===== src/rtl/hamming_stream_decoder.sv =====
// Two-stage streaming SECDED decoder for extended Hamming (8,4) lanes with
// valid/ready on both sides and saturating corrected/uncorrectable counters.
module hamming_stream_decoder #(
    parameter int LANES   = 2,
    parameter int COUNT_W = 16
) (
    input  logic                 clock,
    input  logic                 n_reset,
    input  logic                 in_valid,
    output logic                 in_ready,
    input  logic [8*LANES-1:0]   codeword,
    input  logic                 correct_en,
    output logic                 out_valid,
    input  logic                 out_ready,
    output logic [4*LANES-1:0]   msg,
    output logic [LANES-1:0]     corrected,
    output logic [LANES-1:0]     uncorrectable,
    output logic                 errors,
    input  logic                 clear_counts,
    output logic [COUNT_W-1:0]   corr_count,
    output logic [COUNT_W-1:0]   uncorr_count
);

    logic                      w_s2_load;
    logic                      w_s1_load;
    logic [LANES-1:0][2:0]     w_syn;
    logic [LANES-1:0]          w_par;
    logic [LANES-1:0][3:0]     w_raw;

    logic                      r_s1_valid;
    logic [LANES-1:0][3:0]     r_s1_data;
    logic [LANES-1:0][2:0]     r_s1_syn;
    logic [LANES-1:0]          r_s1_par;
    logic                      r_s1_cen;

    logic [4*LANES-1:0]        w_msg;
    logic [LANES-1:0]          w_corr;
    logic [LANES-1:0]          w_unc;

    logic                      r_out_valid;
    logic [4*LANES-1:0]        r_msg;
    logic [LANES-1:0]          r_corrected;
    logic [LANES-1:0]          r_uncorr;

    logic [COUNT_W:0]          w_corr_pop;
    logic [COUNT_W:0]          w_unc_pop;
    logic [COUNT_W:0]          w_corr_sum;
    logic [COUNT_W:0]          w_unc_sum;
    logic [COUNT_W-1:0]        w_corr_next;
    logic [COUNT_W-1:0]        w_unc_next;
    logic [COUNT_W-1:0]        r_corr_count;
    logic [COUNT_W-1:0]        r_uncorr_count;

    assign w_s2_load = !r_out_valid || out_ready;
    assign w_s1_load = !r_s1_valid || w_s2_load;
    assign in_ready  = w_s1_load;

    always_comb begin
        // NOTE: every comb output gets a default first so no path can infer a latch.
        w_syn = '0;
        w_par = '0;
        w_raw = '0;
        for (int k = 0; k < LANES; k++) begin
            w_syn[k] = {codeword[8*k+3] ^ codeword[8*k+4] ^ codeword[8*k+5] ^ codeword[8*k+6],
                        codeword[8*k+1] ^ codeword[8*k+2] ^ codeword[8*k+5] ^ codeword[8*k+6],
                        codeword[8*k+0] ^ codeword[8*k+2] ^ codeword[8*k+4] ^ codeword[8*k+6]};
            w_par[k] = ^codeword[8*k +: 8];
            w_raw[k] = {codeword[8*k+6], codeword[8*k+5], codeword[8*k+4], codeword[8*k+2]};
        end
    end

    always_ff @(posedge clock or negedge n_reset) begin
        // NOTE: non-blocking assignments so every stage samples pre-edge values.
        if (!n_reset) begin
            r_s1_valid <= 1'b0;
        end else if (w_s1_load) begin
            r_s1_valid <= in_valid;
        end
    end

    // NOTE: S1 payload is left unreset; it is only consumed while r_s1_valid is set.
    always_ff @(posedge clock) begin
        if (w_s1_load && in_valid) begin
            r_s1_data <= w_raw;
            r_s1_syn  <= w_syn;
            r_s1_par  <= w_par;
            r_s1_cen  <= correct_en;
        end
    end

    // A single error on a parity position leaves the nibble untouched, so only
    // the four data positions (syndromes 3,5,6,7) ever need flipping.
    always_comb begin
        w_msg  = '0;
        w_corr = '0;
        w_unc  = '0;
        for (int k = 0; k < LANES; k++) begin
            w_corr[k] = r_s1_par[k];
            w_unc[k]  = !r_s1_par[k] && (r_s1_syn[k] != 3'd0);
            w_msg[4*k +: 4] = r_s1_data[k] ^
                ({r_s1_syn[k] == 3'd7, r_s1_syn[k] == 3'd6, r_s1_syn[k] == 3'd5, r_s1_syn[k] == 3'd3}
                 & {4{r_s1_par[k] && r_s1_cen}});
        end
    end

    always_ff @(posedge clock or negedge n_reset) begin
        if (!n_reset) begin
            r_out_valid <= 1'b0;
            r_msg       <= '0;
            r_corrected <= '0;
            r_uncorr    <= '0;
        end else if (w_s2_load) begin
            r_out_valid <= r_s1_valid;
            if (r_s1_valid) begin
                r_msg       <= w_msg;
                r_corrected <= w_corr;
                r_uncorr    <= w_unc;
            end
        end
    end

    always_comb begin
        w_corr_pop = '0;
        w_unc_pop  = '0;
        for (int k = 0; k < LANES; k++) begin
            w_corr_pop = w_corr_pop + {{COUNT_W{1'b0}}, r_corrected[k]};
            w_unc_pop  = w_unc_pop  + {{COUNT_W{1'b0}}, r_uncorr[k]};
        end
        w_corr_sum  = {1'b0, r_corr_count}   + w_corr_pop;
        w_unc_sum   = {1'b0, r_uncorr_count} + w_unc_pop;
        w_corr_next = w_corr_sum[COUNT_W] ? {COUNT_W{1'b1}} : w_corr_sum[COUNT_W-1:0];
        w_unc_next  = w_unc_sum[COUNT_W]  ? {COUNT_W{1'b1}} : w_unc_sum[COUNT_W-1:0];
    end

    always_ff @(posedge clock or negedge n_reset) begin
        if (!n_reset) begin
            r_corr_count   <= '0;
            r_uncorr_count <= '0;
        end else if (clear_counts) begin
            r_corr_count   <= '0;
            r_uncorr_count <= '0;
        end else if (r_out_valid && out_ready) begin
            r_corr_count   <= w_corr_next;
            r_uncorr_count <= w_unc_next;
        end
    end

    assign out_valid     = r_out_valid;
    assign msg           = r_msg;
    assign corrected     = r_corrected;
    assign uncorrectable = r_uncorr;
    assign errors        = (|r_corrected) || (|r_uncorr);
    assign corr_count    = r_corr_count;
    assign uncorr_count  = r_uncorr_count;

endmodule


===== config.mk =====
export PLATFORM = sky130hd
export DESIGN_NAME = hamming_stream_decoder
export DESIGN_NICKNAME = d
export VERILOG_FILES = /design/src/rtl/hamming_stream_decoder.sv
export SDC_FILE = /design/constraint.sdc
export NUM_CORES = 1
export LEC_CHECK = 0
export ABC_AREA = 1
export CAP_MARGIN = 30
export CORE_MARGIN = 2
export CORE_UTILIZATION = 25
export DETAILED_ROUTE_END_ITERATION = 6
export GPL_ROUTABILITY_DRIVEN = 0
export PLACE_DENSITY = 0.51
export RECOVER_POWER = 50
export SETUP_SLACK_MARGIN = 0.02
export SLEW_MARGIN = 20
export SYNTH_ARGS = -nofsm -noshare
export SYNTH_HDL_FRONTEND = slang
export SYNTH_SLANG_ARGS = --single-unit

===== constraint.sdc =====
create_clock -name clock -period 2.75 [get_ports clock]
set_input_delay 0.4125 -clock clock [delete_from_list [all_inputs] [get_ports clock]]
set_output_delay 0.4125 -clock clock [all_outputs]
set_load 0.1 [all_outputs]

==> results.cfg <==
[run_status]
outcome = finished, final reports clean

[drt]
ant_nets = 0
drtPass1Iterations = 5
routed-via-count = 3034
vias_per_cell = 4.29
wl_um = 8580
post_drt_wl_per_cell_um = 12.1
drc = 0
drt-initial-drc-count = 107

[setup_path]
rrSetupSlack_ns = 0.68
cp.required_ns = 3.00
cp_max_fo = 9
rr_worst_depth = 12
critPathMaxStageDelay_ns = 0.42
timing.rr.start = corrected[1]
worst_setup_path_start_kind = flip-flop
crit_arrival_ns = 2.32
worst-setup-path-type = reg -> reg
crit_slowest_cell = fa_1
r2r-end = corr_count[6]
cp_cell_sequence = inv_1 > fa_1 > inv_1 > ha_1 > nand3_1 > inv_2 > nand2_2 > nor2_2 > nand2_2 > nand2_1 > nand2_1 > o21ai_0
worst_setup_path_end_kind = flip-flop

[final_layout]
num_antenna_cells = 0
num-fill-cells = 1540
final_cell_mix = 136 x nand2_1, 50 x inv_1, 46 x dfrtp_1
nNetsFinal = 549
final_common_cell = nand2_1
fin_cells = 708
syn2layout_area_growth_pct = 27.4
drive_gt1_share_pct = 13.6

[min_path]
hold_path_end = msg[6]
hold_start = msg[6]
min_path_type = reg -> reg
hold_depth = 2

[global_routing]
grt_pass1_wl_um = 14400
gr-total-overflow = 0
grt.total_usage_pct = 12.0
antenna_found_initial = 0
grt_pass1_vias = 2973
grt_max_degree = 36

[power]
p_comb_share_pct = 31.3
power_density_mw_per_mm2 = 705
pwr-share-seq_pct = 35.6
internal_power_mw = 1.88
netSwitchingFraction_pct = 41.8
clkPwrFrac_pct = 33.1
p_sw_mw = 1.35
total_power_mw = 3.23
leakage_nw = 2.08
ir_drop_v = 0.000366

[sta]
tightestPinTransition_ns = 1.23
fin_tns_setup_ns = 0
hold_violations = 0
fmax_mhz = 482
fin_crit_sh_pct = 75.4
maxSlewViolCount = 0
finalCriticalPeriod_ns = 2.07
rsz0062_at_grt = no
relSlewSlack_pct = 18.3
fin_skew_ns = 0.00440
setup_viol = 0

[synthesis]
synth_seq_cells = 63
syn_avg_cell_area_um2 = 8.08
yosysWarnings = 0
ys_types = 35
syn-num-nets = 472
seq_area_frac_synth_pct = 46.1
synth_cells = 446
syn_area_mm2 = 0.00360

[cts]
path_clk_slew_ns = 0.06
cts-root-buf = clkbuf_16
cts_made_buffers = 9
cts_setup_buffers = 0
ctsLongestPathBuffers = 2
insertion_delay_ns = 0.33
cts.htree.levels = 3
clock-sinks = 63
cts_tree = done

[placed_design]
dp_hpwl_um = 6610
port_buffers = 68
placed_cells = 691

[floorplan]
design.portCount = 69
start_util_pct = 25.8
dieWidth_um = 124
chipHeight_um = 124
die_area_mm2 = 0.0154
core_area_mm2 = 0.0140
rows = 43

[flow_run]
maxCapViolCount = 0
layout make-up:
cell class	count	area (um2)	share of cell area, %
Clock buffer	9	225	4.91
Inverter	54	203	4.42
Sequential cell	63	1660	36.2
Tap cell	180	225	4.91
Multi-Input combinational cell	322	1690	36.9
Clock inverter	7	53.8	1.17
Timing Repair Buffer	73	527	11.5
flip-flops by register name, summed over array words and instances, names as in the netlist:
name,count
corrected,2
r_s1_syn,6
r_s1_valid,1
out_valid,1
r_s1_data,8
uncorr_count,16
r_s1_par,2
corr_count,16
msg,8
uncorrectable,2
r_s1_cen,1
power groups by stage:
| stage | clock network, mW | registers (mW) | logic [mW] |
|---|---|---|---|
| after CTS | 1.10 | 1.16 | 1.09 |
| after global routing | 1.14 | 1.17 | 1.09 |
| after global placement | 0 | 1.17 | 1.08 |
| after detailed placement | 0 | 1.17 | 1.09 |
| final | 1.07 | 1.15 | 1.01 |
| after floorplan | 0 | 1.68 | 0.301 |
worst max-delay path: cells and delay by family (launching register included):
kind | cells | cell delay (ns)
adders and majority gates | 2 | 0.60
and+or+nand+nor | 6 | 0.67
AOI/OAI and AO/OA | 1 | 0.07
DFF | 1 | 0.38
buffers and inverters | 3 | 0.28
per-stage QoR:
step	utilization [%]	worst slack, ns	hold WS [ns]	instance area (um2)
after global routing	32.8	0.436	0.510	4590
after floorplan	-	0.0979	0.117	3610
after detailed placement	31.2	0.661	0.307	4370
after CTS	33.3	0.642	0.498	4660
final	32.8	0.675	0.491	4590
after global placement	31.2	0.659	0.311	4370
metal layers:
layer | vias to the layer above | GRT usage [%] | wire, um
met5 | - | 0 | 0
met4 | 0 | 3.37 | 91
met3 | 8 | 4.40 | 609
met2 | 55 | 20.1 | 4160
met1 | 1394 | 14.6 | 3710
li1 | 1577 | - | -
timing repair:
item | in CTS | in global routing
hold endpoints to repair | 11 | 0
hold buffers | 1 | 0
resized for setup | 0 | 0
cell usage after synthesis:
cell      number  area share, %
nor2_1        33            3.4
buf_6          1           0.31
and3_1         1           0.17
buf_2          2           0.28
o22ai_1        1           0.17
buf_4          1           0.21
o31ai_1        1           0.21
o21ai_2        1           0.24
nor3_1         2           0.28
edfxtp_1      17             14
xor2_1        18            4.4
dfrtp_1       46             32
o21ai_1       28            3.9
inv_1         50            5.2
nand2_2        6            1.0
or2_0          1           0.17
ha_1           2           0.69
nand3_1       32            4.4
o211ai_1       4           0.83
buf_1          1           0.10
nor2_4         5            1.6
o21ai_0        9            1.3
nand2_1      136             14
a31o_2         1           0.24
fa_1           2            1.1
nand3_2        1           0.28
nor2_2         4           0.69
nand2_4        1           0.31
clkbuf_8       1           0.38
nand4_1        4           0.69
inv_2          4           0.42
a31oi_1        1           0.17
clkbuf_1       1           0.10
a21oi_1        4           0.56
xnor2_1       24            5.8
worst max-delay path by stage:
stage	start	endpoint	slack [ns]	cells past startpoint
after floorplan	corrected[0]	corr_count[14]	0.1	11
after global placement	corrected[1]	corr_count[9]	0.66	12
after detailed placement	corrected[0]	corr_count[6]	0.66	12
after CTS	corrected[1]	corr_count[9]	0.64	12
after global routing	corrected[1]	corr_count[6]	0.44	12
final	corrected[1]	corr_count[6]	0.68	12
logic make-up after synthesis:
family          count (synthesis)  share of synthesized area (%)
fa+ha+maj                       4                           1.81
compound gates                 50                           7.57
simple gates                  226                           27.3
flops                          63                           46.1
buf+inv                        61                           7.02
xor+xnor                       42                           10.2
Note: power is estimated with default switching activity, not from simulation.
